==> src/rtl/controlador_processamento_pkg.sv <==
// Shared definitions for the pixel pipeline sequencing controller.
//   - algorithm opcode constants (valid range OP_COPIA..OP_MAX)
//   - FSM state encoding
//   - pixel width
package controlador_processamento_pkg;

    localparam int PIXEL_W = 8;

    localparam logic [2:0] OP_COPIA = 3'd0;
    localparam logic [2:0] OP_1     = 3'd1;
    localparam logic [2:0] OP_2     = 3'd2;
    localparam logic [2:0] OP_3     = 3'd3;
    localparam logic [2:0] OP_4     = 3'd4;
    localparam logic [2:0] OP_MAX   = OP_4;

    typedef enum logic [2:0] {
        OCIOSO   = 3'd0,
        LER      = 3'd1,
        ESPERA   = 3'd2,
        PROCESSA = 3'd3,
        ESCREVE  = 3'd4,
        FIM      = 3'd5
    } estado_t;

endpackage

==> src/rtl/controlador_processamento_detector_borda.sv <==
// Registered rising-edge detector for the start command.
//   clk     : clock, registers update on the falling edge
//   reset   : synchronous active-low reset
//   i_sinal : level input (start command)
//   o_borda : high while i_sinal=1 and the previously registered value was 0
// The D stage clears on reset, so a level held high through reset release
// is reported as a fresh edge.
module detector_borda
    import controlador_processamento_pkg::*;
(
    input  logic clk,
    input  logic reset,
    input  logic i_sinal,
    output logic o_borda
);

    logic r_anterior;

    always_ff @(negedge clk) begin
        if (!reset) begin
            r_anterior <= 1'b0;
        end else begin
            r_anterior <= i_sinal;
        end
    end

    assign o_borda = i_sinal & ~r_anterior;

endmodule

==> src/rtl/controlador_processamento.sv <==
// Sequencing controller for the image coprocessor pixel pipeline.
// On a start edge it walks every pixel index 0..N-1: read source RAM,
// wait LAT_MEM cycles, hand the pixel to the algorithm, write the result to
// the destination RAM at the same index.
//   clk, reset          : falling-edge clock, synchronous active-low reset
//   inicio, opcode      : start level and algorithm select
//   opcode_ativo        : opcode latched at the accepted start
//   ocupado/concluido   : busy level / end-of-image pulse
//   erro                : sticky invalid-opcode flag
//   ler, end_leitura, dado_lido        : source RAM read port
//   px_entrada, px_resultado           : algorithm datapath
//   escrever, end_escrita, dado_escrita: destination RAM write port
module controlador_processamento
    import controlador_processamento_pkg::*;
#(
    parameter int LARGURA = 160,
    parameter int ALTURA  = 120,
    parameter int ADDR_W  = 15,
    parameter int LAT_MEM = 2
)(
    input  logic                clk,
    input  logic                reset,
    input  logic                inicio,
    input  logic [2:0]          opcode,
    output logic [2:0]          opcode_ativo,
    output logic                ocupado,
    output logic                concluido,
    output logic                erro,
    output logic                ler,
    output logic [ADDR_W-1:0]   end_leitura,
    input  logic [PIXEL_W-1:0]  dado_lido,
    output logic [PIXEL_W-1:0]  px_entrada,
    input  logic [PIXEL_W-1:0]  px_resultado,
    output logic                escrever,
    output logic [ADDR_W-1:0]   end_escrita,
    output logic [PIXEL_W-1:0]  dado_escrita
);

    localparam int N = LARGURA * ALTURA;
    localparam logic [ADDR_W-1:0] ULTIMO = ADDR_W'(N - 1);
    localparam int CNT_W = (LAT_MEM > 1) ? $clog2(LAT_MEM) : 1;
    localparam logic [CNT_W-1:0] ESPERA_FIM = CNT_W'(LAT_MEM - 1);

    estado_t              r_estado, w_estado_next;
    logic [ADDR_W-1:0]    r_indice, w_indice_next;
    logic [2:0]           r_opcode, w_opcode_next;
    logic                 r_erro, w_erro_next;
    logic [CNT_W-1:0]     r_espera, w_espera_next;
    logic [PIXEL_W-1:0]   r_px, w_px_next;
    logic [PIXEL_W-1:0]   r_dado, w_dado_next;
    logic [ADDR_W-1:0]    r_end_esc, w_end_esc_next;
    logic                 w_borda;

    detector_borda u_detector_borda (
        .clk     (clk),
        .reset   (reset),
        .i_sinal (inicio),
        .o_borda (w_borda)
    );

    always_ff @(negedge clk) begin
        if (!reset) begin
            r_estado  <= OCIOSO;
            r_indice  <= '0;
            r_opcode  <= '0;
            r_erro    <= 1'b0;
            r_espera  <= '0;
            r_px      <= '0;
            r_dado    <= '0;
            r_end_esc <= '0;
        end else begin
            r_estado  <= w_estado_next;
            r_indice  <= w_indice_next;
            r_opcode  <= w_opcode_next;
            r_erro    <= w_erro_next;
            r_espera  <= w_espera_next;
            r_px      <= w_px_next;
            r_dado    <= w_dado_next;
            r_end_esc <= w_end_esc_next;
        end
    end

    always_comb begin
        w_estado_next  = r_estado;
        w_indice_next  = r_indice;
        w_opcode_next  = r_opcode;
        w_erro_next    = r_erro;
        w_espera_next  = r_espera;
        w_px_next      = r_px;
        w_dado_next    = r_dado;
        w_end_esc_next = r_end_esc;
        ocupado        = 1'b1;
        concluido      = 1'b0;
        ler            = 1'b0;
        escrever       = 1'b0;

        case (r_estado)
            OCIOSO: begin
                ocupado = 1'b0;
                if (w_borda) begin
                    if (opcode <= OP_MAX) begin
                        w_opcode_next = opcode;
                        w_erro_next   = 1'b0;
                        w_indice_next = '0;
                        w_estado_next = LER;
                    end else begin
                        // invalid opcode: flag it and stay idle, no memory traffic
                        w_erro_next = 1'b1;
                    end
                end
            end
            LER: begin
                ler           = 1'b1;
                w_espera_next = '0;
                w_estado_next = ESPERA;
            end
            ESPERA: begin
                // read data is valid only on the last wait cycle
                if (r_espera == ESPERA_FIM) begin
                    w_px_next     = dado_lido;
                    w_estado_next = PROCESSA;
                end else begin
                    w_espera_next = r_espera + 1'b1;
                end
            end
            PROCESSA: begin
                w_dado_next    = px_resultado;
                w_end_esc_next = r_indice;
                w_estado_next  = ESCREVE;
            end
            ESCREVE: begin
                escrever = 1'b1;
                if (r_indice == ULTIMO) begin
                    w_estado_next = FIM;
                end else begin
                    w_indice_next = r_indice + 1'b1;
                    w_estado_next = LER;
                end
            end
            FIM: begin
                concluido     = 1'b1;
                w_estado_next = OCIOSO;
            end
            default: begin
                ocupado       = 1'b0;
                w_estado_next = OCIOSO;
            end
        endcase
    end

    // the read address is the live index, so it keeps its last value while idle
    assign end_leitura  = r_indice;
    assign opcode_ativo = r_opcode;
    assign erro         = r_erro;
    assign px_entrada   = r_px;
    assign dado_escrita = r_dado;
    assign end_escrita  = r_end_esc;

endmodule

==> config.mk <==
export PLATFORM = sky130hd
export DESIGN_NAME = controlador_processamento
export DESIGN_NICKNAME = d
export VERILOG_FILES = /design/src/rtl/controlador_processamento_pkg.sv /design/src/rtl/controlador_processamento_detector_borda.sv /design/src/rtl/controlador_processamento.sv
export SDC_FILE = /design/constraint.sdc
export NUM_CORES = 1
export LEC_CHECK = 0
export CAP_MARGIN = 30
export CORE_ASPECT_RATIO = 1.2
export CORE_MARGIN = 1
export CORE_UTILIZATION = 35
export DETAILED_ROUTE_END_ITERATION = 10
export SLEW_MARGIN = 0
export SYNTH_ARGS = -nofsm -noshare
export SYNTH_HDL_FRONTEND = slang
export SYNTH_SLANG_ARGS = --single-unit
==> constraint.sdc <==
create_clock -name clk -period 2.3 [get_ports clk]
set_input_delay 0.23 -clock clk [delete_from_list [all_inputs] [get_ports clk]]
set_output_delay 0.23 -clock clk [all_outputs]
set_load 0.005 [all_outputs]
==> flow_summary.ini <==
[run_status]
status = finished, violations left
violations = setup timing

[worst_hold_path]
holdPathStages = 2
min_path_type = reg2reg

[synth]
synth_edf_count = 0
synth_compound_area_share_pct = 14.1
synthTopCellsByArea = dfxtp_1, nand2_1, a21oi_1
syn-num-nets = 296
synthSimpleGateAreaFrac_pct = 28.0
synthesis.area_sq_um = 2300
yosys_most_used_dff = dfxtp_1
ys_types = 47
synth_xor_area_share_pct = 0.760
synth_top_family_by_area = simple AND/OR/NAND/NOR gates
ys_seq_area_share_pct = 47.8
synth_warnings = 0
synthAdderAreaFrac_pct = 0.543
ys_async_sr_fraction_pct = 0
synth-seq-cells = 55
syn-instance-count = 273
synth.avg_cell_area_sq_um = 8.44
yosysTopAreaCell = dfxtp_1
synthMuxAreaShare_pct = 4.83
synth_top_area_share_pct = 47.8

[placed_design]
port_buffers = 75
hpwl_mm = 4.32
place.gp.congestion = 0.833
placed_area_sq_um = 3440

[layout]
nFillCells = 665
seq_area_sq_um = 1140
stdcell_area_sq_um = 3640
final_cell_mix = nand2_1, inv_1, buf_4, clkbuf_2, dfxtp_1
drive_gt1_share_pct = 34.9
area_delta_synth_final_pct = 57.8
num_antenna_cells = 0
layout.nets = 463
fin_util_pct = 56.8
multiInputGateArea_sq_um = 1180
final_common_cell = nand2_1

[pwr]
powerDensity_nw_per_um2 = 589
power_leakage_nw = 1.75
peakVddDrop_uv = 288
finalPower_mw = 2.14

[routing]
via_per_inst = 4.83
wl_mm = 6.27
vias = 2541
ant_nets = 0
drt_iter0_drc = 103
wl_per_cell_microns = 11.9
drt_pass1_iterations = 4
drc = 0

[floorplan]
core_region_area_sq_um = 6410
die_h_microns = 90.9
std_cell_rows = 32
fp.dieW_microns = 76.1
start_util_pct = 36.0
io_pins = 76
die-area_sq_um = 6910

[critical_path]
path_max_fanout = 5
endpoint_kind = primary output
critPathLaunchType = flip-flop
timing.critical_path.cells = or3b_4 -> inv_2 -> buf_2
crit_required_ps = 2070
critical_path_buf_inv_count = 2
crit_type = reg2out
crit_family = simple AND/OR/NAND/NOR gates
worstPathArrival_ps = 2440
path_depth = 3
crit_path_top_delay_cell = or3b_4
ff2ff_path_depth = 6
critical-path-max-stage-delay_ps = 380
regToRegSetupSlack_ps = 330

[grt]
gr-total-overflow = 0
antenna_found_initial = 0
grt_pass1_vias = 2562
grt_max_degree = 25
grt_first_pass_wirelength_mm = 10.8
track_usage_pct = 19.0

[clocking]
path_clk_slew_ps = 40
clock_path_buffers = 2
htreeDepth = 2
cts_inserted_buffers = 5
clk-insertion-delay-late_ps = 380
cts_tree = done
cts.sinks = 55
root_buffer = clkbuf_8

[sta]
worst_slew_pin_slew_ps = 460
finalWorstSetupSlack_ps = -373
drv_slew = 0
slew_headroom_pct = 69.2
holdWs_ps = 448
finalHoldViolations = 0
clock_skew_ps = 29.3
finalSetupViolCount = 4
rsz0062_at_grt = true

[job]
cap_violations = 0
## flip-flops by register name, summed over array words and instances, names as in the netlist
register and cells:
end_escrita 15, end_leitura 15, dado_escrita 8, px_entrada 8, opcode_ativo 3, r_estado 3
erro 1, r_espera 1, u_detector_borda.r_anterior 1
## stage by stage
step                      worst slack, ps  cells  TNS [ps]
after floorplan                      -175    273      -669
after global placement               -649    456    -18000
after detailed placement             -684    456    -19020
after CTS                            -399    526     -1250
after global routing                 -424    526     -1350
final                                -373    526     -1070
## cells by family (layout without fill, tap and decap cells)
family,Yosys count,after routing
adder cells (fa/ha/maj),1,1
flip-flops,55,55
AND/OR/NAND/NOR,131,131
buffers and inverters,22,190
AO/OA/AOI/OAI,51,51
multiplexers,11,11
XOR/XNOR,2,2
## tightest hold or removal path: stages (launching register included)
cell,delay (ps)
dfxtp_1,300
nand2_1,50
a21oi_1,50
## per-layer routing
metal  GRT usage (%)  vias to the layer above  routed length [microns]  part of all wire (%)
met3            5.96                        7                      246                   3.9
li1                -                     1296                        -                     -
met1            20.3                     1176                     2730                    43
met5               0                        -                        0                     0
met4            11.1                        0                       72                   1.1
met2            32.7                       62                     3230                    51
## synthesized netlist by cell type (2+ instances only)
cell type  count
o21ai_0        2
and2_1         3
buf_2          3
nor2_1        20
nand3b_1       2
o31ai_1        2
dfxtp_1       55
and3_2         3
nand3_1       10
a31oi_1        2
xnor2_1        2
or3_1          2
o211ai_1       5
or4_1          5
a32oi_1        2
nand4_1        6
nor4_1         2
nand2_1       60
nor3b_1        3
a21oi_1       26
and3_1         2
inv_1          4
mux2i_1       10
and4_1         2
a22o_1         2
clkbuf_1      14
nor3_1         4
## repair_timing
action	in CTS	in global routing
pin swaps	4	3
buffers inserted	8	0
gates resized for setup	163	57
hold buffers	0	0
endpoints found under the setup margin	74	53
## where the power goes
part	total [mW]	switching, mW	internal (mW)
Sequential	0.987	0.0107	0.976
Clock	0.923	0.578	0.345
Combinational	0.233	0.103	0.130
Total	2.14	0.692	1.45
## final timing paths
path | end | start
setup / recovery | escrever | r_estado[2]$_SDFFE_NN0P_
hold / removal | end_escrita[14]$_SDFFE_NN0N_ | end_escrita[14]$_SDFFE_NN0N_
setup reg to reg | end_leitura[14]$_SDFFE_NN0P_ | end_leitura[0]$_SDFFE_NN0P_
hold reg to reg | end_escrita[14]$_SDFFE_NN0N_ | end_escrita[14]$_SDFFE_NN0N_
## layout make-up
cell class,count,share of cell area (%)
Timing Repair Buffer,124,24.7
Sequential cell,55,31.3
Multi-Input combinational cell,196,32.5
Clock inverter,58,6.33
Tap cell,85,2.92
Inverter,3,0.310
Clock buffer,5,1.89
No activity file was read; power rests on OpenSTA's default activity.
